==> config.mk <==
export PLATFORM = sky130hd
export DESIGN_NAME = key_schedule_rev
export DESIGN_NICKNAME = d
export VERILOG_FILES = /design/src/rtl/simon_pkg.sv /design/src/rtl/key_step_rev.sv /design/src/rtl/key_schedule_rev.sv
export SDC_FILE = /design/constraint.sdc
export NUM_CORES = 1
export LEC_CHECK = 0
export CAP_MARGIN = 20
export CORE_MARGIN = 4
export CORE_UTILIZATION = 40
export CTS_BUF_LIST = sky130_fd_sc_hd__clkbuf_2
export DETAILED_ROUTE_END_ITERATION = 7
export PLACE_DENSITY = 0.68
export SYNTH_ARGS = -nofsm -noshare
export SYNTH_HDL_FRONTEND = slang
export SYNTH_SLANG_ARGS = --single-unit
==> constraint.sdc <==
create_clock -name clk -period 4.7 [get_ports clk]
set_input_delay 0.94 -clock clk [delete_from_list [all_inputs] [get_ports clk]]
set_output_delay 0.94 -clock clk [all_outputs]
set_load 0.05 [all_outputs]
==> src/rtl/simon_pkg.sv <==
// Shared definitions for the Simon 64/128 key schedule blocks.
// Contents: word/round sizing, the z3 constant sequence, the round
// constant C, a rotate-right helper, the z3 bit lookup and the FSM states.
package simon_pkg;

    localparam int WORD   = 32;
    localparam int ROUNDS = 44;
    localparam int M      = 4;

    // Written as the sequence reads left to right: sequence index 0 sits at bit 61.
    localparam logic [61:0] Z3 =
        62'b11110000101100111001010001001000000111101001100011010111011011;

    localparam logic [WORD-1:0] C_CONST = 32'hFFFF_FFFC;

    typedef enum logic {
        IDLE,
        EMIT
    } state_t;

    function automatic logic [WORD-1:0] ror(input logic [WORD-1:0] x, input int unsigned n);
        return (x >> n) | (x << (WORD - n));
    endfunction

    // Sequence index -> z3 bit, with the index taken mod 62.
    function automatic logic z3_bit(input logic [7:0] idx);
        logic [7:0] m;
        logic [5:0] pos;
        m   = idx % 8'd62;
        pos = 6'(8'd61 - m);
        return Z3[pos];
    endfunction

endpackage

==> src/rtl/key_step_rev.sv <==
// One backward step of the Simon 64/128 key recurrence.
// Given the window w0=k[j], w1=k[j-1], w3=k[j-3] and the z3 bit for
// index j-4, produces knew=k[j-4].
// Ports:
//   w0, w1, w3 : window words (WORD bits)
//   zbit       : z3 sequence bit for index j-4
//   knew       : recovered key k[j-4]
module key_step_rev
    import simon_pkg::*;
(
    input  logic [WORD-1:0] w0,
    input  logic [WORD-1:0] w1,
    input  logic [WORD-1:0] w3,
    input  logic            zbit,
    output logic [WORD-1:0] knew
);

    logic [WORD-1:0] tmp;

    // Forward step is k[j] = k[j-4] ^ C ^ z ^ f(k[j-1], k[j-3]);
    // all terms are XORed, so the same expression recovers k[j-4].
    always_comb begin
        tmp  = ror(w1, 3) ^ w3;
        knew = w0 ^ C_CONST ^ {{(WORD-1){1'b0}}, zbit} ^ tmp ^ ror(tmp, 1);
    end

endmodule

==> src/rtl/key_schedule_rev.sv <==
// Reverse-direction Simon 64/128 round-key generator.
// Loads the last four forward round keys and streams k[ROUNDS-1] .. k[0]
// over a valid/ready interface, regenerating older keys on the fly.
// Ports:
//   clk, rstn            : clock (rising edge), async active-low reset
//   start                : load request, honoured only in IDLE
//   k_last0..k_last3     : k[ROUNDS-1] .. k[ROUNDS-4]
//   key_out, key_idx     : current round key and its index
//   key_valid, key_ready : stream handshake
//   busy                 : high from load until k[0] is accepted
//   done                 : one-cycle pulse after k[0] is accepted
//
// state | meaning
// IDLE  | waiting for start; outputs quiet
// EMIT  | presenting k[j]; shifts the window on each accepted key
module key_schedule_rev
    import simon_pkg::*;
(
    input  logic            clk,
    input  logic            rstn,
    input  logic            start,
    input  logic [WORD-1:0] k_last0,
    input  logic [WORD-1:0] k_last1,
    input  logic [WORD-1:0] k_last2,
    input  logic [WORD-1:0] k_last3,
    output logic [WORD-1:0] key_out,
    output logic [7:0]      key_idx,
    output logic            key_valid,
    input  logic            key_ready,
    output logic            busy,
    output logic            done
);

    state_t          state;
    logic [WORD-1:0] w0, w1, w2, w3;
    logic [7:0]      j;
    logic [7:0]      zidx;
    logic            zbit;
    logic [WORD-1:0] knew_raw;
    logic [WORD-1:0] knew;

    assign zidx = j - 8'd4;
    assign zbit = (j >= 8'd4) ? z3_bit(zidx) : 1'b0;

    key_step_rev u_step (
        .w0   (w0),
        .w1   (w1),
        .w3   (w3),
        .zbit (zbit),
        .knew (knew_raw)
    );

    // Nothing exists below k[0]; feed zeros into the tail of the window.
    assign knew = (j >= 8'd4) ? knew_raw : '0;

    always_ff @(posedge clk or negedge rstn) begin
        if (!rstn) begin
            state     <= IDLE;
            w0        <= '0;
            w1        <= '0;
            w2        <= '0;
            w3        <= '0;
            j         <= '0;
            key_valid <= 1'b0;
            busy      <= 1'b0;
            done      <= 1'b0;
        end else begin
            done <= 1'b0;
            case (state)
                IDLE: begin
                    if (start) begin
                        w0        <= k_last0;
                        w1        <= k_last1;
                        w2        <= k_last2;
                        w3        <= k_last3;
                        j         <= 8'(ROUNDS - 1);
                        key_valid <= 1'b1;
                        busy      <= 1'b1;
                        state     <= EMIT;
                    end
                end
                EMIT: begin
                    if (key_ready) begin
                        if (j != 8'd0) begin
                            w0 <= w1;
                            w1 <= w2;
                            w2 <= w3;
                            w3 <= knew;
                            j  <= j - 8'd1;
                        end else begin
                            key_valid <= 1'b0;
                            busy      <= 1'b0;
                            done      <= 1'b1;
                            state     <= IDLE;
                        end
                    end
                end
                default: state <= IDLE;
            endcase
        end
    end

    assign key_out = w0;
    assign key_idx = j;

endmodule
Yosys cells after proc, flatten, opt, wreduce, memory -nomap -nowiden
Memories as Yosys holds them, arrays and structs flattened.
Index checks and enable logic that the tools add are counted.
Widths: inputs -> output; s select.
{ "totals": {"output_inout_bits": 43, "rom_bits": 64, "wordCells": 64, "mem_count": 1, "ff_bits": 139} }
{ "memory_table": {"columns": ["name", "depth", "width", "read_ports", "rd_ports_with_merged_regs", "wr", "line_no", "rtl"], "rows": [
  ["(no name shown)", 64, 1, 1, 0, 0, "simon_pkg.sv:31", "return Z3[pos];"]
]} }
{ "op_classes": {"muxes": 34, "bitwise_logic": 8, "n_addsub": 3, "n_eq_ne": 4, "n_div": 1, "order_cmp": 2, "n_reduce_logical": 3} }
{ "op_table": {"columns": ["cell", "n"], "rows": [
  ["$mux 32", 13],
  ["$pmux 32 s2", 4],
  ["$xor 32x32->32", 3],
  ["$or 29x32->32", 1],
  ["$or 31x32->32", 1],
  ["$xor 32x1->32", 1],
  ["$not 30->30", 1],
  ["$mux 8", 3],
  ["$pmux 8 s2", 1],
  ["$mux 1", 11],
  ["$ge 8x3->1 const B", 1],
  ["$mod 8x6->8 const B", 1],
  ["$reduce_bool 8->1", 1],
  ["$sub 8x1->8 const B", 1],
  ["$sub 8x3->8 const B", 1],
  ["$lt 6x7->1 const B", 1],
  ["$ne 2x2->1 const B", 3],
  ["$reduce_and 3->1", 2],
  ["$sub 6x6->6 const A", 1],
  ["$pmux 1 s2", 2],
  ["$ne 2x1->1 const B", 1],
  ["$not 1->1", 1]
]} }

Depth between registers and ports, before layout
{ "depth": {"ltp_word": 13, "depth_mapped": 20, "mapped_depth_nobuf": 18} }

Cells and area by module
A second synthesis with hierarchy kept.
{ "hier_totals": {"cells_unflattened": 811, "hier_area_um2": 8404.3} }
{ "by_module_without_submodules": {"columns": ["mod", "cells_each", "n_inst", "area_per_inst_um2"], "rows": [
  ["key_schedule_rev", 746, 1, 7378.3],
  ["key_step_rev", 65, 1, 1026.0]
]} }

Worst setup path before layout
Ideal clock, no wire load.
{ "synth_timing": {"kind": "flip-flop to flip-flop", "from": "register j[2] (netlist: key_idx[2])", "to": "register w3[0]", "path_stages_with_launch": 21, "t_arrival_ns": 4.882, "setup_slack_ns": -0.309, "path_buffers": 2, "setup_ns": 0.128, "period_less_slack_ns": 5.009, "cell_sequence": "dfrtp_1 clkbuf_1 inv_1 ha_1 o211ai_1 o32ai_4 a2111oi_4 o21ai_0 o2bb2ai_2 buf_6 a211oi_1 a21oi_1 inv_1 ha_1 xnor2_1 xor2_2 or3_1 a41oi_1 or2_1 o221a_1 nand2_1"} }
{ "synth_via": {"elab_chain_cells": 13, "elab_cells_between_ends": 17} }
{ "synth_lines": {"columns": ["item", "line_no", "rtl"], "rows": [
  ["from (decl)", "key_schedule_rev.sv:36", "logic [7:0] j;"],
  ["from (signal assigned)", "key_schedule_rev.sv:76", "j <= 8'(ROUNDS - 1);"],
  ["from (signal assigned)", "key_schedule_rev.sv:89", "j <= j - 8'd1;"],
  ["$sub 8x3->8", "key_schedule_rev.sv:42", "assign zidx = j - 8'd4;"],
  ["$mod 8x6->8", "simon_pkg.sv:29", "m = idx % 8'd62;"],
  ["$sub 6x6->6", "simon_pkg.sv:30", "pos = 6'(8'd61 - m);"],
  ["$mem_v2 64x1", null, null],
  ["$mux 1 (not written as such)", "simon_pkg.sv:31", null],
  ["$mux 1", "key_schedule_rev.sv:43", "assign zbit = (j >= 8'd4) ? z3_bit(zidx) : 1'b0;"],
  ["$xor 32x1->32", "key_step_rev.sv:24", "knew = w0 ^ C_CONST ^ {{(WORD-1){1'b0}}, zbit} ^ tmp ^ ror(tmp, 1);"],
  ["$xor 32x32->32 (2 in series)", "key_step_rev.sv:24", null],
  ["$mux 32", "key_schedule_rev.sv:54", "assign knew = (j >= 8'd4) ? knew_raw : '0;"],
  ["$mux 32", "key_schedule_rev.sv:84", "if (j != 8'd0) begin"],
  ["$mux 32", "key_schedule_rev.sv:83", "if (key_ready) begin"],
  ["$pmux 32 s2", "key_schedule_rev.sv:69", "case (state)"],
  ["to (signal assigned)", "key_schedule_rev.sv:75", "w3 <= k_last3;"],
  ["to (signal assigned)", "key_schedule_rev.sv:88", "w3 <= knew;"],
  ["to (decl)", "key_schedule_rev.sv:35", "logic [WORD-1:0] w0, w1, w2, w3;"]
]} }
Parallel ways exist; a longest one is shown, timed or not. The select of a mux whose other input is x is not followed.
A chain may end at the register's enable or synchronous reset.

Final worst setup path
Ends and elaborated chain as after synthesis.

==> results.md <==
* Status: complete, no violations
* Most Crowded Layer GR: met2
* Hold buffers post-CTS at 0
* HPWL reported at the end of detailed placement at 15,850 microns
* TritonCTS Buffers at 17
* Die span in x at ~150 microns
* Non-Filler Instances at 1,278
* Most frequent cells in the layout: clkdlybuf4s50_1 (173), dfrtp_1 (136), o21ai_0 (135), nand2_1 (113), xnor2_1 (105)
* Final Cycle Share at approximately 96%
* Most common cell after layout, fill and taps aside: clkdlybuf4s50_1
* Die Ht at 150.9 microns
* H-tree levels at 4
* WHS at between 200 and 250 ps
* F_max at 0.2219 GHz
* Syn Area/Cell at 9.820 sq um
* Largest net degree at the start of global routing at 89
* Startpoint types: flop
* Cells after Synth at 832
* Initial antenna violation count at 4
* Endpoint class of the critical path: flop
* GRT overflow at 0
* Tightest Pin Transition at 938.2 ps
* Synth cell types at 65
* Ys flop type: dfrtp_1
* Async S/R FF share, synth at 100.0%
* Post-route ant nets at 0
* Final Power at 8.311 mW
* Via count at approximately 6,600
* CP peak stage delay at between 500 and 600 ps
* Max Slew Vio Count at 0
* DR pass1 iterations at 4
* Hold Violations, Final at 0
* WP buf/inv at 2
* Crit path cell chain: buf_4, or4_4, o22a_4, o31ai_4, o311ai_1, o2bb2ai_2, a31o_2, a21oi_2, inv_1, ha_2, xnor2_4, xor2_4, or3_1, a41oi_1, or2_1, o221a_1, nand2_1
* Reg2Reg Depth at 17
* Die area at 22,780 sq um
* CTS root buffer: clkbuf_2
* Starting density of the core at 40.51%
* Overall global routing resource usage at 19.37%
* Synth Warn # at 0
* Input/output buffers at 174
* Delay-heaviest family, CP: compound AO/OA/AOI/OAI gates
* Fillers at between 1,500 and 2,000
* FF-to-FF setup slack at 190 ps
* Slowest cell on crit path: or4_4
* Worst Path Required at ~5300 ps
* Met2 usage at 30.34%
* Worst-Skew Late Latency at 710 ps
* Clock skew at 54.72 ps
* Avg WL per Cell at 17.13 microns
* Lkg Pwr at approximately 4.7 nW
* Syn-to-layout area delta at 29.71%
* GPL Wtd Cong at 0.8925
* Placeable Area at between 20,000 and 25,000 sq um
* Worst rel slew slack at 37.45%
* VDD IR max at 380.1 uV
* Io pins at roughly 180
* Mapped Nets at 975
* EDFF count, synth at 0
* Setup ws final at between 150 and 200 ps
* Synth Register Bits at 139
* First DRT Iteration DRCs at approximately 340
* M1 GR Usage at 26.45%
* Maxcap violations at 0
* Post-route minimum period at 4507 ps
* Kind of critical path: flop to flop
* Sequential fraction of the synthesis area at 42.57%
* Post-Syn Area at 8170 sq um
* Clk slew on worst S/H paths at 240 ps
* Layout cells sized above 1 at 9.642%
* Worst EP arrival at 5110 ps
* CTS Buffer Depth at 2
* Worst r2r src: key_idx[2]
* Nets at roughly 1,100
* # rows at 52
* Post-Place Setup Slack at -59.45 ps
* Vias in the first global route at 6,454
* Routed WL at 21,890 microns
* GR Util met3 at 5.955%
* Finish-stage setup viols at 0
* Critical Path Fanout Max at 13
* Pwr dens at 784.3 nW/um^2
* Reg2reg end: w3[0]
* # clock sinks at 139
* Vias per cell at roughly 5.2
* # DRC at 0
* Total placed cells including tap cells at 1,242
* Type of the worst min-delay path: primary input to asynchronous set/reset pin
* Global-route wire length before repair at around 35,000 microns
* CTS tree: built
-- logic make-up after synthesis --
group / Yosys count / share of synthesized area, %
AO/OA/AOI/OAI: 218 / 17.37
XOR/XNOR: 115 / 12.42
adder cells (fa/ha/maj): 11 / 1.685
buffers and inverters: 61 / 3.063
flip-flops: 139 / 42.57
multiplexers: 98 / 12.01
AND/OR/NAND/NOR: 190 / 10.89
-- through the flow --
step / TNS [ps] / util, % / instance area (sq um)
floorplan: 0 / - / 8180
global placement: 0 / 50.76 / 10240
detailed placement: -59.45 / 50.76 / 10240
CTS: 0 / 52.06 / 10500
global route: -46.62 / 52.54 / 10600
finish: 0 / 52.54 / 10600
-- synthesized netlist by cell type (6+ instances only) --
cell type	instances	area share, %
o21ai_0	135	8.3
mux2i_1	98	12
nor3_1	7	0.43
nor2_1	20	0.92
nand4_1	6	0.46
xnor2_1	107	11
buf_1	10	0.46
dfrtp_1	139	43
a21oi_1	7	0.43
xor2_1	7	0.75
nand3_1	11	0.67
inv_1	9	0.41
nand2_1	113	5.2
ha_1	11	1.7
a22oi_1	31	2.8
clkbuf_1	36	1.7
-- layer usage --
metal	share of wire (%)	vias up
li1	-	3278
met1	46	3190
met2	47	134
met3	6.2	15
met4	0.98	4
met5	0.064	-
-- power breakdown --
part	total (mW)	switching [mW]	leakage [nW]	internal (mW)
combinational	5.29	2.87	2.83	2.42
clock	0.759	0.458	0.153	0.301
sequential	2.26	0.546	1.73	1.72
-- worst max path at each step --
stage / startpoint / end / slack (ps) / cells after the start
finish: key_idx[2] / w3[0] / 190 / 17
floorplan: key_idx[2] / w3[0] / 9 / 20
CTS: key_idx[2] / w3[0] / 20 / 18
global route: key_idx[2] / w3[0] / -50 / 19
detailed placement: key_idx[2] / w3[0] / -60 / 18
global placement: key_idx[2] / w3[0] / 110 / 18
-- flip-flops by register name, summed over array words and instances (netlist names) --
name     flops
state        1
w2          32
w3          32
key_out     32
key_idx      8
done         1
w1          32
busy         1
-- area by class of cell --
class | instances | area [sq um] | share of cell area (%)
timing repair buffer | 193 | 1923 | 18.15
inverter | 10 | 41.29 | 0.3896
antenna | 2 | 5.005 | 0.04723
clock buffer | 18 | 90.09 | 0.8501
multi-input combinational | 632 | 4548 | 42.92
clock inverter | 14 | 167.7 | 1.582
sequential | 139 | 3485 | 32.88
tap | 270 | 337.8 | 3.188
-- repair_timing --
item | 4_1_cts | 5_1_grt
setup endpoints to repair | 1 | 1
resized for setup | 1 | 14
setup buffers | 0 | 2
pin swaps | 0 | 5
(Power assumes the default switching activity.)
